## src/rtl/req_ready_seq_pkg.sv

```systemverilog
// Shared definitions for the req_ready_seq request sequencer: state
// encoding, default timing constants and a width helper.
package req_ready_seq_pkg;

  typedef enum logic [1:0] {
    IDLE = 2'd0,
    REQ  = 2'd1,
    GAP  = 2'd2
  } req_seq_state_e;

  localparam int REQ_SEQ_TIMEOUT   = 16;
  localparam int REQ_SEQ_GAP       = 2;
  localparam int REQ_SEQ_MAX_RETRY = 2;

  // Width of a counter holding 0..max_retry, never narrower than one bit.
  function automatic int req_seq_rw(input int max_retry);
    int w;
    w = $clog2(max_retry + 1);
    return (w < 1) ? 1 : w;
  endfunction

endpackage

```

## src/rtl/req_ready_seq_if.sv

```systemverilog
// Handshake bundle between a CPU sub-unit, the request sequencer and the
// responder's ready generator. With REQ_READY_SEQ_STATS_EN defined the
// bundle also carries the latency/error statistics outputs.
interface req_ready_seq_if import req_ready_seq_pkg::*; #(
  parameter int LW = $clog2(REQ_SEQ_TIMEOUT + 1),
  parameter int RW = req_seq_rw(REQ_SEQ_MAX_RETRY)
);
  logic          ce_i;
  logic          start_i;
  logic          abort_i;
  logic          rdy_i;
  logic          req_o;
  logic          busy_o;
  logic          done_o;
  logic          err_o;
  logic [LW-1:0] lat_o;
  logic [RW-1:0] retries_o;
`ifdef REQ_READY_SEQ_STATS_EN
  logic [LW-1:0] max_lat_o;
  logic [15:0]   err_cnt_o;

  modport master (
    input  ce_i, start_i, abort_i, rdy_i,
    output req_o, busy_o, done_o, err_o, lat_o, retries_o, max_lat_o, err_cnt_o
  );
  modport slave (
    output ce_i, start_i, abort_i, rdy_i,
    input  req_o, busy_o, done_o, err_o, lat_o, retries_o, max_lat_o, err_cnt_o
  );
`else
  modport master (
    input  ce_i, start_i, abort_i, rdy_i,
    output req_o, busy_o, done_o, err_o, lat_o, retries_o
  );
  modport slave (
    output ce_i, start_i, abort_i, rdy_i,
    input  req_o, busy_o, done_o, err_o, lat_o, retries_o
  );
`endif
endinterface

```

## src/rtl/req_ready_seq_timer.sv

```systemverilog
// req_seq_timer: clearable up-counter with clock enable and a terminal-count
// flag. Used for both the per-attempt request counter and the gap counter.
module req_seq_timer #(
  parameter int W    = 5,
  parameter int TERM = 15
) (
  input  logic         clk_i,
  input  logic         rst_i,
  input  logic         ce_i,
  input  logic         clr_i,
  input  logic         inc_i,
  output logic [W-1:0] cnt_o,
  output logic         tc_o
);
  logic [W-1:0] cnt_r;

  // Count up while enabled; clear takes priority so an attempt starts at zero.
  always_ff @(posedge clk_i or posedge rst_i) begin
    if (rst_i) begin
      cnt_r <= {W{1'b0}};
    end else if (ce_i) begin
      if (clr_i) begin
        cnt_r <= {W{1'b0}};
      end else if (inc_i) begin
        cnt_r <= cnt_r + W'(1);
      end
    end
  end

  assign cnt_o = cnt_r;
  assign tc_o  = (cnt_r == W'(TERM));

endmodule

```

## src/rtl/req_ready_seq.sv

```systemverilog
// req_ready_seq: initiator-side request sequencer. Raises a level request,
// holds it until ready, measures latency, times out a stalled responder and
// retries after a request-low gap. Define REQ_READY_SEQ_STATS_EN to add the
// max-latency and error-count statistics outputs.
module req_ready_seq import req_ready_seq_pkg::*; #(
  parameter int TIMEOUT    = REQ_SEQ_TIMEOUT,
  parameter int MAX_RETRY  = REQ_SEQ_MAX_RETRY,
  parameter int GAP_CYCLES = REQ_SEQ_GAP,
  parameter int LW         = $clog2(TIMEOUT + 1),
  parameter int RW         = req_seq_rw(MAX_RETRY)
) (
  input logic            clk_i,
  input logic            rst_i,
  req_ready_seq_if.master bus
);
  localparam int GW = $clog2(GAP_CYCLES + 1);

  localparam logic [1:0] S_IDLE = IDLE;
  localparam logic [1:0] S_REQ  = REQ;
  localparam logic [1:0] S_GAP  = GAP;

  logic          ce_s, start_s, abort_s, rdy_s;
  logic [1:0]    state_r, state_nxt_s;
  logic          req_r, busy_r, done_r, err_r;
  logic [LW-1:0] lat_r, lat_nxt_s;
  logic [RW-1:0] retries_r, ret_nxt_s;
  logic [RW-1:0] retry_r, retry_nxt_s;
  logic          done_nxt_s, err_nxt_s;
  logic [LW-1:0] cnt_s;
  logic          cnt_tc_s;
  logic [GW-1:0] gap_cnt_unused_s;
  logic          gap_tc_s;
  logic          in_req_s, in_gap_s;

  assign ce_s     = bus.ce_i;
  assign start_s  = bus.start_i;
  assign abort_s  = bus.abort_i;
  assign rdy_s    = bus.rdy_i;
  assign in_req_s = (state_r == S_REQ);
  assign in_gap_s = (state_r == S_GAP);

  // Each counter sits at zero outside its own state, so entry always starts fresh.
  req_seq_timer #(.W(LW), .TERM(TIMEOUT - 1)) u_att_timer (
    .clk_i (clk_i),
    .rst_i (rst_i),
    .ce_i  (ce_s),
    .clr_i (!in_req_s),
    .inc_i (in_req_s),
    .cnt_o (cnt_s),
    .tc_o  (cnt_tc_s)
  );

  req_seq_timer #(.W(GW), .TERM(GAP_CYCLES - 1)) u_gap_timer (
    .clk_i (clk_i),
    .rst_i (rst_i),
    .ce_i  (ce_s),
    .clr_i (!in_gap_s),
    .inc_i (in_gap_s),
    .cnt_o (gap_cnt_unused_s),
    .tc_o  (gap_tc_s)
  );

  // Next-state and result decode; abort beats ready, ready beats timeout.
  always_comb begin
    state_nxt_s = state_r;
    done_nxt_s  = 1'b0;
    err_nxt_s   = 1'b0;
    lat_nxt_s   = lat_r;
    ret_nxt_s   = retries_r;
    retry_nxt_s = retry_r;
    case (state_r)
      S_IDLE: begin
        if (start_s && !abort_s) begin
          state_nxt_s = S_REQ;
          retry_nxt_s = {RW{1'b0}};
        end else begin
          state_nxt_s = S_IDLE;
        end
      end
      S_REQ: begin
        if (abort_s) begin
          state_nxt_s = S_IDLE;
        end else if (rdy_s) begin
          state_nxt_s = S_IDLE;
          done_nxt_s  = 1'b1;
          lat_nxt_s   = cnt_s + LW'(1);
          ret_nxt_s   = retry_r;
        end else if (cnt_tc_s) begin
          if (retry_r < RW'(MAX_RETRY)) begin
            state_nxt_s = S_GAP;
            retry_nxt_s = retry_r + RW'(1);
          end else begin
            state_nxt_s = S_IDLE;
            err_nxt_s   = 1'b1;
            ret_nxt_s   = retry_r;
          end
        end else begin
          state_nxt_s = S_REQ;
        end
      end
      S_GAP: begin
        if (abort_s) begin
          state_nxt_s = S_IDLE;
        end else if (gap_tc_s) begin
          state_nxt_s = S_REQ;
        end else begin
          state_nxt_s = S_GAP;
        end
      end
      default: begin
        state_nxt_s = S_IDLE;
      end
    endcase
  end

  // State and registered outputs; everything holds while ce is low.
  always_ff @(posedge clk_i or posedge rst_i) begin
    if (rst_i) begin
      state_r   <= S_IDLE;
      req_r     <= 1'b0;
      busy_r    <= 1'b0;
      done_r    <= 1'b0;
      err_r     <= 1'b0;
      lat_r     <= {LW{1'b0}};
      retries_r <= {RW{1'b0}};
      retry_r   <= {RW{1'b0}};
    end else if (ce_s) begin
      state_r   <= state_nxt_s;
      req_r     <= (state_nxt_s == S_REQ);
      busy_r    <= (state_nxt_s != S_IDLE);
      done_r    <= done_nxt_s;
      err_r     <= err_nxt_s;
      lat_r     <= lat_nxt_s;
      retries_r <= ret_nxt_s;
      retry_r   <= retry_nxt_s;
    end
  end

  assign bus.req_o     = req_r;
  assign bus.busy_o    = busy_r;
  assign bus.done_o    = done_r;
  assign bus.err_o     = err_r;
  assign bus.lat_o     = lat_r;
  assign bus.retries_o = retries_r;

`ifdef REQ_READY_SEQ_STATS_EN
  logic [LW-1:0] max_lat_r;
  logic [15:0]   err_cnt_r;

  // Track the worst successful latency and count failures (saturating).
  always_ff @(posedge clk_i or posedge rst_i) begin
    if (rst_i) begin
      max_lat_r <= {LW{1'b0}};
      err_cnt_r <= 16'd0;
    end else if (ce_s) begin
      if (done_nxt_s && (lat_nxt_s > max_lat_r)) begin
        max_lat_r <= lat_nxt_s;
      end
      if (err_nxt_s && (err_cnt_r != 16'hFFFF)) begin
        err_cnt_r <= err_cnt_r + 16'd1;
      end
    end
  end

  assign bus.max_lat_o = max_lat_r;
  assign bus.err_cnt_o = err_cnt_r;
`endif

endmodule

```

## src/flat_wrapper.sv

```systemverilog
// flat-port wrapper written by rule: the top's interface ports become plain ports
module req_ready_seq_flat import req_ready_seq_pkg::*;
#(
  parameter int TIMEOUT    = REQ_SEQ_TIMEOUT,
  parameter int MAX_RETRY  = REQ_SEQ_MAX_RETRY,
  parameter int GAP_CYCLES = REQ_SEQ_GAP,
  parameter int LW         = $clog2(TIMEOUT + 1),
  parameter int RW         = req_seq_rw(MAX_RETRY)
)
  (clk_i, rst_i, bus_ce_i, bus_start_i, bus_abort_i, bus_rdy_i, bus_req_o, bus_busy_o, bus_done_o, bus_err_o, bus_lat_o, bus_retries_o);
  req_ready_seq_if #(.LW(LW), .RW(RW)) bus_i ();
  input logic clk_i;
  input logic rst_i;
  input wire logic [$bits(bus_i.ce_i)-1:0] bus_ce_i;
  input wire logic [$bits(bus_i.start_i)-1:0] bus_start_i;
  input wire logic [$bits(bus_i.abort_i)-1:0] bus_abort_i;
  input wire logic [$bits(bus_i.rdy_i)-1:0] bus_rdy_i;
  output wire logic [$bits(bus_i.req_o)-1:0] bus_req_o;
  output wire logic [$bits(bus_i.busy_o)-1:0] bus_busy_o;
  output wire logic [$bits(bus_i.done_o)-1:0] bus_done_o;
  output wire logic [$bits(bus_i.err_o)-1:0] bus_err_o;
  output wire logic [$bits(bus_i.lat_o)-1:0] bus_lat_o;
  output wire logic [$bits(bus_i.retries_o)-1:0] bus_retries_o;
  assign bus_i.ce_i = bus_ce_i;
  assign bus_i.start_i = bus_start_i;
  assign bus_i.abort_i = bus_abort_i;
  assign bus_i.rdy_i = bus_rdy_i;
  assign bus_req_o = bus_i.req_o;
  assign bus_busy_o = bus_i.busy_o;
  assign bus_done_o = bus_i.done_o;
  assign bus_err_o = bus_i.err_o;
  assign bus_lat_o = bus_i.lat_o;
  assign bus_retries_o = bus_i.retries_o;
  req_ready_seq #(.TIMEOUT(TIMEOUT), .MAX_RETRY(MAX_RETRY), .GAP_CYCLES(GAP_CYCLES), .LW(LW), .RW(RW)) u_core (.clk_i(clk_i), .rst_i(rst_i), .bus(bus_i));
endmodule
```

## config.mk

```make
export PLATFORM = sky130hd
export DESIGN_NAME = req_ready_seq_flat
export DESIGN_NICKNAME = d
export VERILOG_FILES = /design/src/rtl/req_ready_seq_pkg.sv /design/src/rtl/req_ready_seq_if.sv /design/src/rtl/req_ready_seq_timer.sv /design/src/rtl/req_ready_seq.sv /design/src/flat_wrapper.sv
export SDC_FILE = /design/constraint.sdc
export NUM_CORES = 1
export LEC_CHECK = 0
export ABC_AREA = 0
export BUFFER_PORTS_ARGS = -buffer_cell sky130_fd_sc_hd__buf_2
export CAP_MARGIN = 10
export CELL_PAD_IN_SITES_DETAIL_PLACEMENT = 1
export CELL_PAD_IN_SITES_GLOBAL_PLACEMENT = 1
export CORE_MARGIN = 5
export CORE_UTILIZATION = 43
export CTS_CLUSTER_SIZE = 28
export DETAILED_ROUTE_END_ITERATION = 7
export PLACE_DENSITY_LB_ADDON = 0.1
export SKIP_CTS_REPAIR_TIMING = 1
export SLEW_MARGIN = 20
export SYNTH_ARGS = -nofsm -noshare
export SYNTH_HDL_FRONTEND = slang
export SYNTH_HIERARCHICAL = 1
export SYNTH_SLANG_ARGS = --single-unit
```

## constraint.sdc

```tcl
create_clock -name clk_i -period 2.1 [get_ports clk_i]
set_input_delay 0.525 -clock clk_i [delete_from_list [all_inputs] [get_ports clk_i]]
set_output_delay 0.525 -clock clk_i [all_outputs]
set_load 0.02 [all_outputs]
```

==> impl_metrics.yaml <==
run_status:
  status: "complete, no violations"
clock_network:
  clock-sinks: 22
  htree_levels: 1
  clk_pin_slew_ps: 140
  clk_latency_ps: 320
  clockBufferDepth: 2
  ctsRootBufferMaster: "clkbuf_4"
  cts_tree: "yes"
  cts-buffers-inserted: 3
worst_setup_path:
  endpoint_kind: "flop"
  r2r-start: "u_core/u_att_timer/cnt_o[0]$_DFFE_PP0P_"
  path_class: "reg2reg"
  reg2reg_depth: 6
  critPathLaunchType: "flop"
  crit_path_max_fanout: 7
  crit_arrival_ps: 2120
  cp.required_ps: 2310
  worstSetupStartpoint: "u_core/u_att_timer/cnt_o[0]$_DFFE_PP0P_"
yosys:
  synth.most_common_cell: "dfrtp_1"
  synth_cell_types: 41
  ys_seq_elements: 22
  syn_inst: 113
  async_flop_share: 1.00
  synth.cells.most_frequent: "22 x dfrtp_1, 15 x inv_1, 6 x nand2_1, 6 x o21ai_0"
  synth_flop_cell: "dfrtp_1"
  synth_warnings: 6
  synth_top_cell_by_area: "dfrtp_1"
  seq_area_frac_synth: 0.460
  syn_nets: 123
  synth-edff-count: 0
  synth.top_cell.area_share: 0.460
  synth_area_leaders: "dfrtp_1 46%, mux2_4 6.3%, inv_1 4.7%"
  syn-cell-area_um2: 1200
  synth.avg_cell_area_um2: 10.6
job:
  maxCapViolCount: 0
sta:
  slew_viol_final: 0
  fin_crit_sh: 0.909
  min_period_ps: 1910
  fin_hold_ws_ps: 36.9
  worst_pin_slew_ps: 601
  skew_ps: 11.6
  timing.fmax_mhz: 524
  tns_ps: 0
  hold_viol: 0
  finalSetupViolCount: 0
  relSlewSlack: 0.599
  rsz0062_at_grt: "false"
pwr:
  powerDensity_nw_per_um2: 740
  peakVddDrop_mv: 0.387
  p_leak_nw: 0.686
place:
  io_buffer_count: 16
  dp_hpwl_um: 1880
  gp_congestion: 0.779
  placed_area_um2: 1300
cells_and_area:
  design_area_um2: 1360
  drive_above_1_share: 0.244
  syn_to_final_growth_pct: 13.3
  final_nets: 142
  diodes: 0
detailed_routing:
  drcViolationCount: 0
  drt-pass1-iter-count: 4
  drtIter0Drc: 26
  route.vias.total: 897
  wl_per_cell_um: 15.7
  vias_per_cell: 5.54
  ant_nets: 0
  totalWireLength_um: 2540
floorplan:
  die_y_um: 62.7
  fp-row-count: 19
  die_w_um: 62.7
  coreArea_um2: 2710
  ios: 17
  dieArea_um2: 3940
  initial_core_util: 0.441
global_routing:
  grt_max_degree: 16
  grt_overflow_total: 0
  track_usage: 0.138
  antenna_found_initial: 0
  grt_pass1_wl_um: 4310
  grt_pass1_vias: 916
hold_path:
  hp-class: "in2async"
stage by stage:
step | setup slack [ps] | instances | power, W | util
after detailed placement | 216 | 158 | 0.000680 | 0.481
after global routing | 75.8 | 162 | 0.00106 | 0.500
final | 191 | 162 | 0.00100 | 0.500
after CTS | 180 | 162 | 0.00102 | 0.500
after global placement | 274 | 158 | 0.000675 | 0.481
after floorplan | 357 | 113 | 0.000617 | -
power breakdown:
part | internal (W) | switching, W
Combinational | 0.0000750 | 0.000105
Clock | 0.000193 | 0.000140
Sequential | 0.000461 | 0.0000292
Total | 0.000729 | 0.000274
critical path, stage by stage (launching register included):
cell	delay, ps
dfrtp_1	470
ha_1	250
and3_1	170
ha_1	260
nor3b_1	190
and4b_1	200
a211o_1	260
layer usage:
| layer | global-route usage | share of wire |
|---|---|---|
| met1 | 0.181 | 0.50 |
| met2 | 0.216 | 0.44 |
| met3 | 0.0216 | 0.040 |
| met4 | 0.0716 | 0.017 |
| met5 | 0 | 0 |
cell type report:
type | instances | area [µm²]
inverters | 15 | 56.3
multi-input cells | 72 | 562
clock inverters | 1 | 30.0
well taps | 31 | 38.8
clock buffers | 3 | 22.5
fillers | 324 | 1360
flip-flops and latches | 22 | 551
repair buffers | 18 | 95.1
cell families after synthesis:
kind of cell	synth area share
buf+inv	0.0701
fa+ha+maj	0.0418
compound gates	0.175
simple gates	0.151
flops	0.460
mux	0.0805
xor+xnor	0.0220
worst paths after layout:
kind | endpoint | slack, ps
worst min register to register | u_core/u_gap_timer/cnt_o[0]$_DFFE_PP0P_ | 490
worst max-delay path | u_core/retry_r[0]$_DFFE_PP0P_ | 190
worst max register to register | u_core/retry_r[0]$_DFFE_PP0P_ | 190
max in group asynchronous | u_core/bus.retries_o[1]$_DFFE_PP0P_ | 1440
min in group clk_i | u_core/u_gap_timer/cnt_o[0]$_DFFE_PP0P_ | 490
worst min-delay path | u_core/u_gap_timer/cnt_o[0]$_DFFE_PP0P_ | 40
layout by cell type, fill, tap and decap left out, types with 3 or more instances in the layout:
| master | instances |
|---|---|
| o22ai_1 | 5 |
| buf_2 | 16 |
| a21oi_1 | 3 |
| nand2b_1 | 3 |
| o21ai_0 | 6 |
| nand3_1 | 3 |
| inv_1 | 15 |
| nor2_1 | 5 |
| clkbuf_4 | 3 |
| ha_1 | 4 |
| dfrtp_1 | 22 |
| mux2_4 | 5 |
| nand2_1 | 6 |
sequential cells by signal (all words and copies together) (netlist names):
register,count
u_core/state_r,2
u_core/bus.retries_o,2
u_core/bus.done_o,1
u_core/u_gap_timer/cnt_o,2
u_core/bus.err_o,1
u_core/bus.lat_o,5
u_core/retry_r,2
u_core/bus.busy_o,1
u_core/u_att_timer/cnt_o,5
u_core/bus.req_o,1
Note: power is estimated with default switching activity, not from simulation.
